===== src/rtl/intr_ctrl_pkg.sv =====
// Shared definitions for the interrupt controller: register map,
// FSM state encoding and the default spurious-interrupt ID.
package intr_ctrl_pkg;

   localparam logic [1:0] A_PEND = 2'd0;
   localparam logic [1:0] A_MASK = 2'd1;
   localparam logic [1:0] A_VEC  = 2'd2;
   localparam logic [1:0] A_EOI  = 2'd3;

   localparam logic [4:0] SPUR_ID_DEFAULT = 5'h1F;

   typedef enum logic [1:0] {
      IDLE = 2'd0,
      REQ  = 2'd1,
      SERV = 2'd2
   } state_e;

endpackage


===== src/rtl/intr_ctrl_prio_enc.sv =====
// Lowest-index-first priority encoder.
//   req_i   : request vector, bit 0 has highest priority
//   id_o    : index of the winning request (0 when none)
//   valid_o : at least one request is set
module intr_ctrl_prio_enc #(
   parameter int unsigned N = 8
) (
   input  logic [N-1:0] req_i,
   output logic [4:0]   id_o,
   output logic         valid_o
);

   // Scan from the top down so the lowest set index is written last.
   always_comb begin
      id_o    = '0;
      valid_o = 1'b0;
      for (int i = int'(N) - 1; i >= 0; i--) begin
         if (req_i[i]) begin
            id_o    = 5'(i);
            valid_o = 1'b1;
         end
      end
   end

endmodule


===== src/rtl/intr_ctrl.sv =====
// Programmable interrupt controller in front of the CPU.
// Synchronises N irq lines, latches rising edges into PEND, arbitrates
// PEND & MASK by lowest index, raises intr, and holds the acknowledged
// source in service until software writes EOI.
//   clock_i / reset_i : clock, synchronous active-high reset
//   irq_i             : asynchronous interrupt request lines
//   intr_o            : registered interrupt request to the CPU
//   inta_i            : one-cycle acknowledge from the CPU
//   addr_i/we_i/wdata_i/rdata_o : register port (PEND, MASK, VEC, EOI)
//   cur_id_o          : in-service source ID, SPUR_ID when none
//
// state | meaning
// IDLE  | nothing requested; waits for an eligible source
// REQ   | intr asserted; waits for inta
// SERV  | source in service; waits for EOI write
module intr_ctrl
   import intr_ctrl_pkg::*;
#(
   parameter int unsigned N       = 8,
   parameter logic [4:0]  SPUR_ID = SPUR_ID_DEFAULT
) (
   input  logic         clock_i,
   input  logic         reset_i,
   input  logic [N-1:0] irq_i,
   output logic         intr_o,
   input  logic         inta_i,
   input  logic [1:0]   addr_i,
   input  logic         we_i,
   input  logic [31:0]  wdata_i,
   output logic [31:0]  rdata_o,
   output logic [4:0]   cur_id_o
);

   // Edge detection is held off until the synchronizer has refilled after
   // reset, so a line held high through reset is not seen as a new event.
   localparam logic [1:0] ARM_CYCLES = 2'd3;

   logic [N-1:0] s1_q, s2_q, s3_q;
   logic [1:0]   arm_cnt_q, arm_cnt_d;
   logic [N-1:0] pend_q, pend_d;
   logic [N-1:0] mask_q, mask_d;
   state_e       state_q, state_d;
   logic         intr_q, intr_d;
   logic [4:0]   cur_id_q, cur_id_d;
   logic         in_svc_q, in_svc_d;

   logic [N-1:0] edge_evt, eligible, pend_clr, ack_vec;
   logic [4:0]   win_id;
   logic         win_vld;
   logic         ack;
   logic         eoi_wr;
   logic         unused_wdata;

   assign unused_wdata = ^wdata_i[31:N];

   assign edge_evt = (arm_cnt_q == 2'd0) ? (s2_q & ~s3_q) : '0;
   assign eligible = pend_q & mask_q;
   assign eoi_wr   = we_i && (addr_i == A_EOI);

   intr_ctrl_prio_enc #(.N(N)) u_prio_enc (
      .req_i   (eligible),
      .id_o    (win_id),
      .valid_o (win_vld)
   );

   always_comb begin
      state_d  = state_q;
      cur_id_d = cur_id_q;
      in_svc_d = in_svc_q;
      ack      = 1'b0;
      unique case (state_q)
         IDLE: begin
            if (win_vld) state_d = REQ;
         end
         REQ: begin
            if (inta_i) begin
               if (win_vld) begin
                  cur_id_d = win_id;
                  in_svc_d = 1'b1;
                  ack      = 1'b1;
                  state_d  = SERV;
               end else begin
                  cur_id_d = SPUR_ID;
                  in_svc_d = 1'b0;
                  state_d  = IDLE;
               end
            end else if (!win_vld) begin
               state_d = IDLE;
            end
         end
         SERV: begin
            if (eoi_wr) begin
               cur_id_d = SPUR_ID;
               in_svc_d = 1'b0;
               state_d  = IDLE;
            end
         end
         default: state_d = IDLE;
      endcase
      intr_d = (state_d == REQ);
   end

   // Arbitration above uses the registered PEND/MASK, so a same-cycle
   // write never changes who gets acknowledged. New events win over clears.
   always_comb begin
      ack_vec  = ack ? (N'(1) << win_id) : '0;
      pend_clr = ack_vec;
      if (we_i && (addr_i == A_PEND)) pend_clr = pend_clr | wdata_i[N-1:0];
      pend_d = (pend_q & ~pend_clr) | edge_evt;
      mask_d = (we_i && (addr_i == A_MASK)) ? wdata_i[N-1:0] : mask_q;
      arm_cnt_d = (arm_cnt_q != 2'd0) ? arm_cnt_q - 2'd1 : 2'd0;
   end

   always_ff @(posedge clock_i) begin
      if (reset_i) begin
         s1_q      <= '0;
         s2_q      <= '0;
         s3_q      <= '0;
         arm_cnt_q <= ARM_CYCLES;
         pend_q    <= '0;
         mask_q    <= '0;
         state_q   <= IDLE;
         intr_q    <= 1'b0;
         cur_id_q  <= SPUR_ID;
         in_svc_q  <= 1'b0;
      end else begin
         s1_q      <= irq_i;
         s2_q      <= s1_q;
         s3_q      <= s2_q;
         arm_cnt_q <= arm_cnt_d;
         pend_q    <= pend_d;
         mask_q    <= mask_d;
         state_q   <= state_d;
         intr_q    <= intr_d;
         cur_id_q  <= cur_id_d;
         in_svc_q  <= in_svc_d;
      end
   end

   always_comb begin
      rdata_o = '0;
      unique case (addr_i)
         A_PEND: rdata_o = {{(32 - N){1'b0}}, pend_q};
         A_MASK: rdata_o = {{(32 - N){1'b0}}, mask_q};
         A_VEC:  rdata_o = {in_svc_q, 26'b0, cur_id_q};
         A_EOI:  rdata_o = '0;
         default: rdata_o = '0;
      endcase
   end

   assign intr_o   = intr_q;
   assign cur_id_o = cur_id_q;

endmodule


===== config.mk =====
export PLATFORM = sky130hd
export DESIGN_NAME = intr_ctrl
export DESIGN_NICKNAME = d
export VERILOG_FILES = /design/src/rtl/intr_ctrl_pkg.sv /design/src/rtl/intr_ctrl_prio_enc.sv /design/src/rtl/intr_ctrl.sv
export SDC_FILE = /design/constraint.sdc
export NUM_CORES = 1
export LEC_CHECK = 0
export ABC_AREA = 1
export CORE_AREA = 2 2 74 76
export CTS_CLUSTER_DIAMETER = 200
export DETAILED_ROUTE_END_ITERATION = 12
export DIE_AREA = 0 0 76 78
export GPL_TIMING_DRIVEN = 0
export PLACE_DENSITY_LB_ADDON = 0.05
export SYNTH_ARGS = -nofsm -noshare
export SYNTH_HDL_FRONTEND = slang
export SYNTH_HIERARCHICAL = 1
export SYNTH_SLANG_ARGS = --single-unit

===== constraint.sdc =====
create_clock -name clock_i -period 3.8 [get_ports clock_i]
set_input_delay 0.57 -clock clock_i [delete_from_list [all_inputs] [get_ports clock_i]]
set_output_delay 0.57 -clock clock_i [all_outputs]
set_load 0.01 [all_outputs]

==> flow_summary.html, run 1 <==
<table>
<tr><th>Metric</th><th>Value</th></tr>
<tr><th colspan="2">Layout</th></tr>
<tr><td>Fin area</td><td>0.003004 mm^2</td></tr>
<tr><td>Filler instances</td><td>496</td></tr>
<tr><td>Total inserted antenna cells</td><td>0</td></tr>
<tr><td>Layout cells sized above 1</td><td>10.47%</td></tr>
<tr><td>Total number of nets in the final design</td><td>around 450</td></tr>
<tr><td>Layout-stage area growth over the synthesis result</td><td>26.10%</td></tr>
<tr><td>Sequential cell area</td><td>just over 0.001 mm^2</td></tr>
<tr><td>Area of the multi-input gates</td><td>around 960 um^2</td></tr>
<tr><th colspan="2">Timing</th></tr>
<tr><td>RSZ-0062 raised after global routing</td><td>no</td></tr>
<tr><td>Peak Freq</td><td>345.3 MHz</td></tr>
<tr><td>Number of max-slew violations in the final report</td><td>0</td></tr>
<tr><td>Finish-stage setup viols</td><td>0</td></tr>
<tr><td>Number of hold violations in the final report</td><td>0</td></tr>
<tr><td>Min Clock Period, post-route</td><td>2896 ps</td></tr>
<tr><td>Accumulated negative setup slack</td><td>0 ps</td></tr>
<tr><td>Part of the cycle the worst path needs</td><td>between 70% and 80%</td></tr>
<tr><td>Max Clock Skew</td><td>roughly 12 ps</td></tr>
<tr><th colspan="2">Logic synthesis</th></tr>
<tr><td>Synth Warn #</td><td>6</td></tr>
<tr><td>Unique cell type count in the Yosys netlist</td><td>28</td></tr>
<tr><td>Post-Synthesis Mean Instance Area</td><td>roughly 7.1 um^2</td></tr>
<tr><td>Number of synthesized register bits</td><td>just over 50</td></tr>
<tr><td>Count of mapped cells out of synthesis</td><td>around 340</td></tr>
<tr><td>Sequential fraction of the synthesis area</td><td>approximately 43%</td></tr>
<tr><td>Cell area after synthesis</td><td>0.002382 mm^2</td></tr>
<tr><th colspan="2">Floorplanning</th></tr>
<tr><td>Number of core rows</td><td>26</td></tr>
<tr><td>Top-level I/O count</td><td>84</td></tr>
<tr><td>Full die area</td><td>0.005928 mm^2</td></tr>
<tr><td>Die height</td><td>78 um</td></tr>
<tr><td>Initial core utilization</td><td>47.25%</td></tr>
<tr><td>Floorplan core area</td><td>0.005042 mm^2</td></tr>
<tr><td>Horiz. Die Dim</td><td>approximately 76 um</td></tr>
<tr><th colspan="2">Pwr</th></tr>
<tr><td>Sequential power share</td><td>55.2%</td></tr>
<tr><td>Static leakage</td><td>1.453 nW</td></tr>
<tr><td>Switching pwr</td><td>0.2607 mW</td></tr>
<tr><td>Internal portion of total power</td><td>0.7505 mW</td></tr>
<tr><td>Switching fraction of total power</td><td>25.78%</td></tr>
<tr><td>Clk network pwr share</td><td>33.0%</td></tr>
<tr><td>Power Density</td><td>336.6 mW/mm^2</td></tr>
<tr><td>Peak supply drop</td><td>317.3 uV</td></tr>
<tr><td>Share of power burned in combinational logic</td><td>11.8%</td></tr>
<tr><th colspan="2">Placement</th></tr>
<tr><td>Placed instance area</td><td>between 0.002 and 0.003 mm^2</td></tr>
<tr><td>I/O Buffers</td><td>35</td></tr>
<tr><td>Final weighted congestion in routability-driven placement</td><td>0.7780</td></tr>
<tr><td>Half-perimeter wire length after detailed placement</td><td>3665 um</td></tr>
<tr><th colspan="2">Setup path</th></tr>
<tr><td>Data required time of the worst path</td><td>3230 ps</td></tr>
<tr><td>Critical setup path kind</td><td>in2out</td></tr>
<tr><td>Data arrival time of the critical path</td><td>2330 ps</td></tr>
<tr><td>Worst reg2reg setup slack</td><td>~2000 ps</td></tr>
<tr><td>Worst Setup Start Kind</td><td>input pin</td></tr>
<tr><td>Type of element capturing the critical path</td><td>primary output</td></tr>
<tr><td>Largest driver fanout on the critical path</td><td>8</td></tr>
<tr><th colspan="2">Drt</th></tr>
<tr><td>Via total after detailed routing</td><td>2013</td></tr>
<tr><td>Drt drc</td><td>0</td></tr>
<tr><td>Post-DRT Antenna Nets</td><td>0</td></tr>
<tr><td>DR WL/cell</td><td>9.648 um</td></tr>
<tr><td>Drt initial violations</td><td>85</td></tr>
<tr><td>Number of optimization iterations in the first detailed-route pass</td><td>4</td></tr>
<tr><td>Vias per inst</td><td>4.274</td></tr>
<tr><td>Final routed wirelength across all metal layers</td><td>4544 um</td></tr>
<tr><th colspan="2">CTS</th></tr>
<tr><td>Resize count post-CTS</td><td>0</td></tr>
<tr><td>CTS H-tree lvls</td><td>2</td></tr>
<tr><td>Number of setup buffers added after CTS</td><td>0</td></tr>
<tr><td>TritonCTS clock tree</td><td>built</td></tr>
<tr><td>Bufs on Longest Clock Path</td><td>2</td></tr>
<tr><td>Clock Tree Root</td><td>sky130_fd_sc_hd__clkbuf_8</td></tr>
<tr><td>Insertion delay to the later sink of the worst-skew pair</td><td>310 ps</td></tr>
<tr><td>Number of sinks on the clock net</td><td>51</td></tr>
<tr><td>Cts hold-fix bufs</td><td>0</td></tr>
<tr><td>Number of clock buffers inserted by TritonCTS</td><td>5</td></tr>
<tr><td>Clock transition time at the flip-flop clock pins of the worst setup and hold paths</td><td>100 ps</td></tr>
<tr><th colspan="2">Global route</th></tr>
<tr><td>Wire length of the first global-routing pass</td><td>approximately 7600 um</td></tr>
<tr><td>GRT Residual Overflow</td><td>0</td></tr>
<tr><td>Pin count of the biggest net entering global routing</td><td>20</td></tr>
<tr><td>Antenna violations before repair</td><td>0</td></tr>
<tr><td>Global routing usage summed across all routing layers</td><td>15.94%</td></tr>
<tr><td>Number of global-route vias before repair</td><td>between 1500 and 2000</td></tr>
<tr><th colspan="2">Hold path</th></tr>
<tr><td>Type of the tightest min-delay check</td><td>reg2reg</td></tr>
<tr><th colspan="2">Flow run</th></tr>
<tr><td>Number of maximum-capacitance constraint violations</td><td>0</td></tr>
<tr><th colspan="2">Run status</th></tr>
<tr><td>Status</td><td>complete, no violations</td></tr>
</table>
sequential cells by signal (all words and copies together), names as in the netlist:
signal,cells
arm_cnt_q,2
cur_id_o,5
in_svc_q,1
intr_o,1
mask_q,8
pend_q,8
s1_q,8
s2_q,8
s3_q,8
state_q,2
cells by family after synthesis:
group                  after synthesis  share of synthesized area, %
and+or+nand+nor                    147                         28.73
other                                2                        0.3152
DFF                                 51                         42.86
AOI/OAI and AO/OA                   32                         7.511
buffers and inverters              103                         20.59
final timing paths:
check,cells after the start,from,end
setup / recovery,4,addr_i[0],rdata_o[0]
hold / removal,2,s1_q[6],s2_q[6]
setup reg to reg,10,pend_q[6],pend_q[7]
hold reg to reg,2,s1_q[6],s2_q[6]
cells in the mapped netlist:
library cell               count  area share (%)
sky130_fd_sc_hd__a21oi_1      11             2.3
sky130_fd_sc_hd__a31oi_1       1            0.26
sky130_fd_sc_hd__and3_1        1            0.26
sky130_fd_sc_hd__buf_1         2            0.32
sky130_fd_sc_hd__buf_2         2            0.42
sky130_fd_sc_hd__buf_4        27             8.5
sky130_fd_sc_hd__clkbuf_1      2            0.32
sky130_fd_sc_hd__conb_1        2            0.32
sky130_fd_sc_hd__dfxtp_1      51              43
sky130_fd_sc_hd__inv_1        70              11
sky130_fd_sc_hd__nand2_1      57             9.0
sky130_fd_sc_hd__nand2_2       1            0.26
sky130_fd_sc_hd__nand3_1      35             7.4
sky130_fd_sc_hd__nand3_2       1            0.42
sky130_fd_sc_hd__nand3b_1      9             2.8
sky130_fd_sc_hd__nand4_1       3            0.79
sky130_fd_sc_hd__nor2_1       30             4.7
sky130_fd_sc_hd__nor2_4        1            0.47
sky130_fd_sc_hd__nor3_1        6             1.3
sky130_fd_sc_hd__nor3_2        1            0.42
sky130_fd_sc_hd__nor3_4        1            0.68
sky130_fd_sc_hd__o211ai_1      4             1.3
sky130_fd_sc_hd__o21a_1        1            0.32
sky130_fd_sc_hd__o21ai_0       9             1.9
sky130_fd_sc_hd__o21ai_1       4            0.84
sky130_fd_sc_hd__o221ai_1      1            0.37
sky130_fd_sc_hd__o22ai_1       1            0.26
sky130_fd_sc_hd__or2_1         1            0.26
routing by layer:
| layer | vias to the layer above | GRT usage [%] | wire [um] |
|---|---|---|---|
| met1 | 845 | 20.13 | 2139 |
| met4 | 0 | 5.455 | 54 |
| met2 | 47 | 26.52 | 2101 |
| met5 | - | 0 | 0 |
| met3 | 6 | 4.186 | 249 |
| li1 | 1115 | - | - |
layout make-up:
class | instances | area share [%]
tap | 70 | 2.915
clock inverter | 3 | 0.9579
sequential | 51 | 33.99
inverter | 70 | 8.746
buffer | 33 | 7.580
multi-input combinational | 204 | 31.86
timing repair buffer | 35 | 11.66
clock buffer | 5 | 2.291
power by group through the flow:
| stage | combinational [mW] | sequential (mW) | clock, mW |
|---|---|---|---|
| after global routing | 0.133 | 0.561 | 0.365 |
| after floorplan | 0.0751 | 0.569 | 0 |
| final | 0.119 | 0.558 | 0.334 |
| after global placement | 0.117 | 0.570 | 0 |
| after CTS | 0.119 | 0.558 | 0.347 |
| after detailed placement | 0.118 | 0.571 | 0 |
critical path, cell delays in order:
cell and delay, ps:
sky130_fd_sc_hd__clkdlybuf4s50_1 650, sky130_fd_sc_hd__nand2_1 260, sky130_fd_sc_hd__o211ai_1 270, sky130_fd_sc_hd__clkdlybuf4s50_1 570
metrics by stage:
| stage | power (mW) | utilization, % | hold WS, ps | std cells | worst slack (ps) |
|---|---|---|---|---|---|
| floorplan | 0.6446 | - | 388.3 | 358 | 2085 |
| global placement | 0.6877 | 57.64 | 389.3 | 463 | 921.2 |
| detailed placement | 0.6893 | 57.64 | 395.4 | 463 | 924.1 |
| CTS | 1.024 | 59.58 | 410.3 | 471 | 920.8 |
| global route | 1.059 | 59.58 | 423.9 | 471 | 806.5 |
| finish | 1.011 | 59.58 | 406.1 | 471 | 904.2 |
cell usage in the layout, fill, tap and decap left out, types with 2 or more instances in the layout:
master and n:
sky130_fd_sc_hd__clkdlybuf4s50_1 35, sky130_fd_sc_hd__dfxtp_1 51, sky130_fd_sc_hd__o21ai_1 4, sky130_fd_sc_hd__nand3_1 35, sky130_fd_sc_hd__inv_1 70, sky130_fd_sc_hd__inv_6 2, sky130_fd_sc_hd__o21ai_0 9, sky130_fd_sc_hd__conb_1 25
sky130_fd_sc_hd__nand2_1 57, sky130_fd_sc_hd__nand4_1 3, sky130_fd_sc_hd__o211ai_1 4, sky130_fd_sc_hd__clkbuf_1 2, sky130_fd_sc_hd__nor2_1 30, sky130_fd_sc_hd__buf_2 2, sky130_fd_sc_hd__buf_1 2, sky130_fd_sc_hd__clkbuf_8 5
sky130_fd_sc_hd__nand3b_1 9, sky130_fd_sc_hd__buf_4 27, sky130_fd_sc_hd__a21oi_1 11, sky130_fd_sc_hd__nor3_1 6
(Power assumes the default switching activity.)
==> inputs of run 2 (changes only) <==
Settings changed: CORE_AREA 2 2 74 76 to 2 2 81 83, DIE_AREA 0 0 76 78 to 0 0 83 85.
Clock period 3.8 ns to 2.6 ns, I/O delays scaled along.
==> run 2 against run 1 <==
  * Count of clock-buffer cells in the layout stayed put
  * Final area is 1.0% higher
  * Sequential share of layout area shrank 0.35 points
==> flow_summary.html, run 2 (synthesized netlist as in run 1, its figures left out) <==
<table>
<tr><th>Metric</th><th>Value</th></tr>
<tr><th colspan="2">Timing</th></tr>
<tr><td>Part of the cycle the worst path needs</td><td>93.94%</td></tr>
<tr><td>Finish-stage setup viols</td><td>0</td></tr>
<tr><td>RSZ-0062 raised after global routing</td><td>no</td></tr>
<tr><td>Accumulated negative setup slack</td><td>0 ps</td></tr>
<tr><td>Worst Tran Pin Value</td><td>520.2 ps</td></tr>
<tr><td>Peak Freq</td><td>slightly above 400 MHz</td></tr>
<tr><td>Number of max-slew violations in the final report</td><td>0</td></tr>
<tr><td>Min Clock Period, post-route</td><td>around 2400 ps</td></tr>
<tr><td>Number of hold violations in the final report</td><td>0</td></tr>
<tr><td>Worst slew margin relative to its limit</td><td>65.32%</td></tr>
<tr><td>Max Clock Skew</td><td>3.872 ps</td></tr>
<tr><th colspan="2">Layout</th></tr>
<tr><td>Filler instances</td><td>636</td></tr>
<tr><td>Layout-stage area growth over the synthesis result</td><td>27.42%</td></tr>
<tr><td>Layout cells sized above 1</td><td>10.97%</td></tr>
<tr><td>Most frequent cells in the layout</td><td>70 x sky130_fd_sc_hd__inv_1, 56 x sky130_fd_sc_hd__nand2_1, 51 x sky130_fd_sc_hd__dfxtp_1</td></tr>
<tr><td>Total number of nets in the final design</td><td>446</td></tr>
<tr><td>Commonest non-fill, non-tap cell in the layout</td><td>sky130_fd_sc_hd__inv_1</td></tr>
<tr><td>Total inserted antenna cells</td><td>0</td></tr>
<tr><th colspan="2">Drt</th></tr>
<tr><td>Post-DRT Antenna Nets</td><td>0</td></tr>
<tr><td>DR WL/cell</td><td>between 10 and 15 um</td></tr>
<tr><td>Vias per inst</td><td>4.184</td></tr>
<tr><td>Via total after detailed routing</td><td>2000</td></tr>
<tr><td>Drt drc</td><td>0</td></tr>
<tr><td>Number of optimization iterations in the first detailed-route pass</td><td>4</td></tr>
<tr><td>Final routed wirelength across all metal layers</td><td>4790 um</td></tr>
<tr><td>Drt initial violations</td><td>78</td></tr>
<tr><th colspan="2">CTS</th></tr>
<tr><td>Number of sinks on the clock net</td><td>51</td></tr>
<tr><td>Cts hold-fix bufs</td><td>0</td></tr>
<tr><td>TritonCTS clock tree</td><td>built</td></tr>
<tr><td>Number of setup buffers added after CTS</td><td>0</td></tr>
<tr><td>Bufs on Longest Clock Path</td><td>2</td></tr>
<tr><td>Number of clock buffers inserted by TritonCTS</td><td>5</td></tr>
<tr><td>Insertion delay to the later sink of the worst-skew pair</td><td>300 ps</td></tr>
<tr><td>CTS H-tree lvls</td><td>2</td></tr>
<tr><td>Clock transition time at the flip-flop clock pins of the worst setup and hold paths</td><td>~90 ps</td></tr>
<tr><td>Clock Tree Root</td><td>sky130_fd_sc_hd__clkbuf_8</td></tr>
<tr><th colspan="2">Floorplanning</th></tr>
<tr><td>Die height</td><td>85 um</td></tr>
<tr><td>Horiz. Die Dim</td><td>83 um</td></tr>
<tr><td>Initial core utilization</td><td>38.39%</td></tr>
<tr><td>Floorplan core area</td><td>0.006205 mm^2</td></tr>
<tr><td>Number of core rows</td><td>29</td></tr>
<tr><td>Full die area</td><td>around 0.0071 mm^2</td></tr>
<tr><td>Top-level I/O count</td><td>84</td></tr>
<tr><th colspan="2">Global route</th></tr>
<tr><td>Wire length of the first global-routing pass</td><td>8114 um</td></tr>
<tr><td>Number of global-route vias before repair</td><td>1776</td></tr>
<tr><td>Pin count of the biggest net entering global routing</td><td>17</td></tr>
<tr><td>Global routing usage summed across all routing layers</td><td>14.18%</td></tr>
<tr><td>Antenna violations before repair</td><td>0</td></tr>
<tr><td>GRT Residual Overflow</td><td>0</td></tr>
<tr><th colspan="2">Run status</th></tr>
<tr><td>Status</td><td>complete, no violations</td></tr>
<tr><th colspan="2">Setup path</th></tr>
<tr><td>Data arrival time of the critical path</td><td>2050 ps</td></tr>
<tr><td>Critical setup path kind</td><td>in2out</td></tr>
<tr><td>Worst reg2reg setup slack</td><td>roughly 700 ps</td></tr>
<tr><td>Type of element capturing the critical path</td><td>primary output</td></tr>
<tr><td>Worst Setup Start Kind</td><td>input pin</td></tr>
<tr><td>Number of cells on the worst reg-to-reg path</td><td>10</td></tr>
<tr><td>Reg-to-reg startpoint</td><td>pend_q[6]</td></tr>
<tr><td>Launch point of the worst path</td><td>addr_i[1]</td></tr>
<tr><td>Data required time of the worst path</td><td>2210 ps</td></tr>
<tr><td>Largest driver fanout on the critical path</td><td>10</td></tr>
<tr><td>Endpoint of the lowest-slack register-to-register path</td><td>pend_q[7]</td></tr>
<tr><th colspan="2">Pwr</th></tr>
<tr><td>Total Power</td><td>1.537 mW</td></tr>
<tr><td>Peak supply drop</td><td>368.8 uV</td></tr>
<tr><td>Static leakage</td><td>between 1 and 1.5 nW</td></tr>
<tr><td>Power Density</td><td>between 500 and 600 mW/mm^2</td></tr>
<tr><th colspan="2">Flow run</th></tr>
<tr><td>Number of maximum-capacitance constraint violations</td><td>0</td></tr>
<tr><th colspan="2">Hold path</th></tr>
<tr><td>Type of the tightest min-delay check</td><td>reg2reg</td></tr>
<tr><td>Depth of the worst hold-timing path</td><td>2</td></tr>
<tr><td>Worst min-delay path startpoint</td><td>s1_q[0]</td></tr>
<tr><td>Hold endpoint</td><td>s2_q[0]</td></tr>
<tr><th colspan="2">Placement</th></tr>
<tr><td>Final weighted congestion in routability-driven placement</td><td>about 0.86</td></tr>
<tr><td>Half-perimeter wire length after detailed placement</td><td>3826 um</td></tr>
<tr><td>I/O Buffers</td><td>35</td></tr>
</table>
==> run 2: metal layers <==
metal | routed length, um | track usage [%]
met5 | 0 | 0
met2 | 2240 | 22.65
met4 | 55 | 5.365
met3 | 204 | 3.599
met1 | 2290 | 18.57
==> run 2: area by class of cell <==
type                    instances  area [um^2]  area share, %
repair buffers                 35        352.8          11.62
well taps                      77        96.34          3.174
plain buffers                  33        227.7          7.502
flip-flops and latches         51         1021          33.64
multi-input cells             204        962.2          31.70
clock buffers                   5        68.82          2.267
clock inverters                 3        43.79          1.443
inverters                      70        262.8          8.656
==> run 2: power breakdown <==
part,internal (mW),leakage [nW],switching (mW)
sequential,0.806,0.417,0.00934
clock,0.287,0.0581,0.259
combinational,0.0870,0.995,0.0885
total,1.18,1.47,0.356
==> run 2: what timing repair did <==
| action | 4_1_cts | 5_1_grt |
|---|---|---|
| hold endpoints to repair | 0 | 0 |
| setup endpoints to repair | 0 | 5 |
| resized for setup | 0 | 3 |
==> run 2: how the worst max path moves through the flow <==
stage,end,slack [ps],depth (start not counted)
global placement,rdata_o[4],70,6
global route,rdata_o[1],50,6
detailed placement,rdata_o[4],80,6
floorplan,pend_q[3],1120,10
CTS,rdata_o[4],80,6
finish,rdata_o[4],160,6
==> run 2: critical path: stages <==
cell	delay (ps)
sky130_fd_sc_hd__clkdlybuf4s50_1	500
sky130_fd_sc_hd__nor2_4	200
sky130_fd_sc_hd__buf_4	200
sky130_fd_sc_hd__inv_1	60
sky130_fd_sc_hd__o221ai_1	140
sky130_fd_sc_hd__clkdlybuf4s50_1	560
==> run 2: per-stage QoR <==
step / area, um^2 / util (%) / setup slack (ps) / hold WS (ps) / instances
3_3_place_gp: 2915 / 46.99 / 68.06 / 388.6 / 470
2_1_floorplan: 2469 / - / 1125 / 388.3 / 358
5_1_grt: 3035 / 48.92 / 47.82 / 422.6 / 478
6_report: 3035 / 48.92 / 157.6 / 406.3 / 478
3_5_place_dp: 2915 / 46.99 / 79.35 / 394.4 / 470
4_1_cts: 3028 / 48.80 / 77.94 / 407.9 / 478
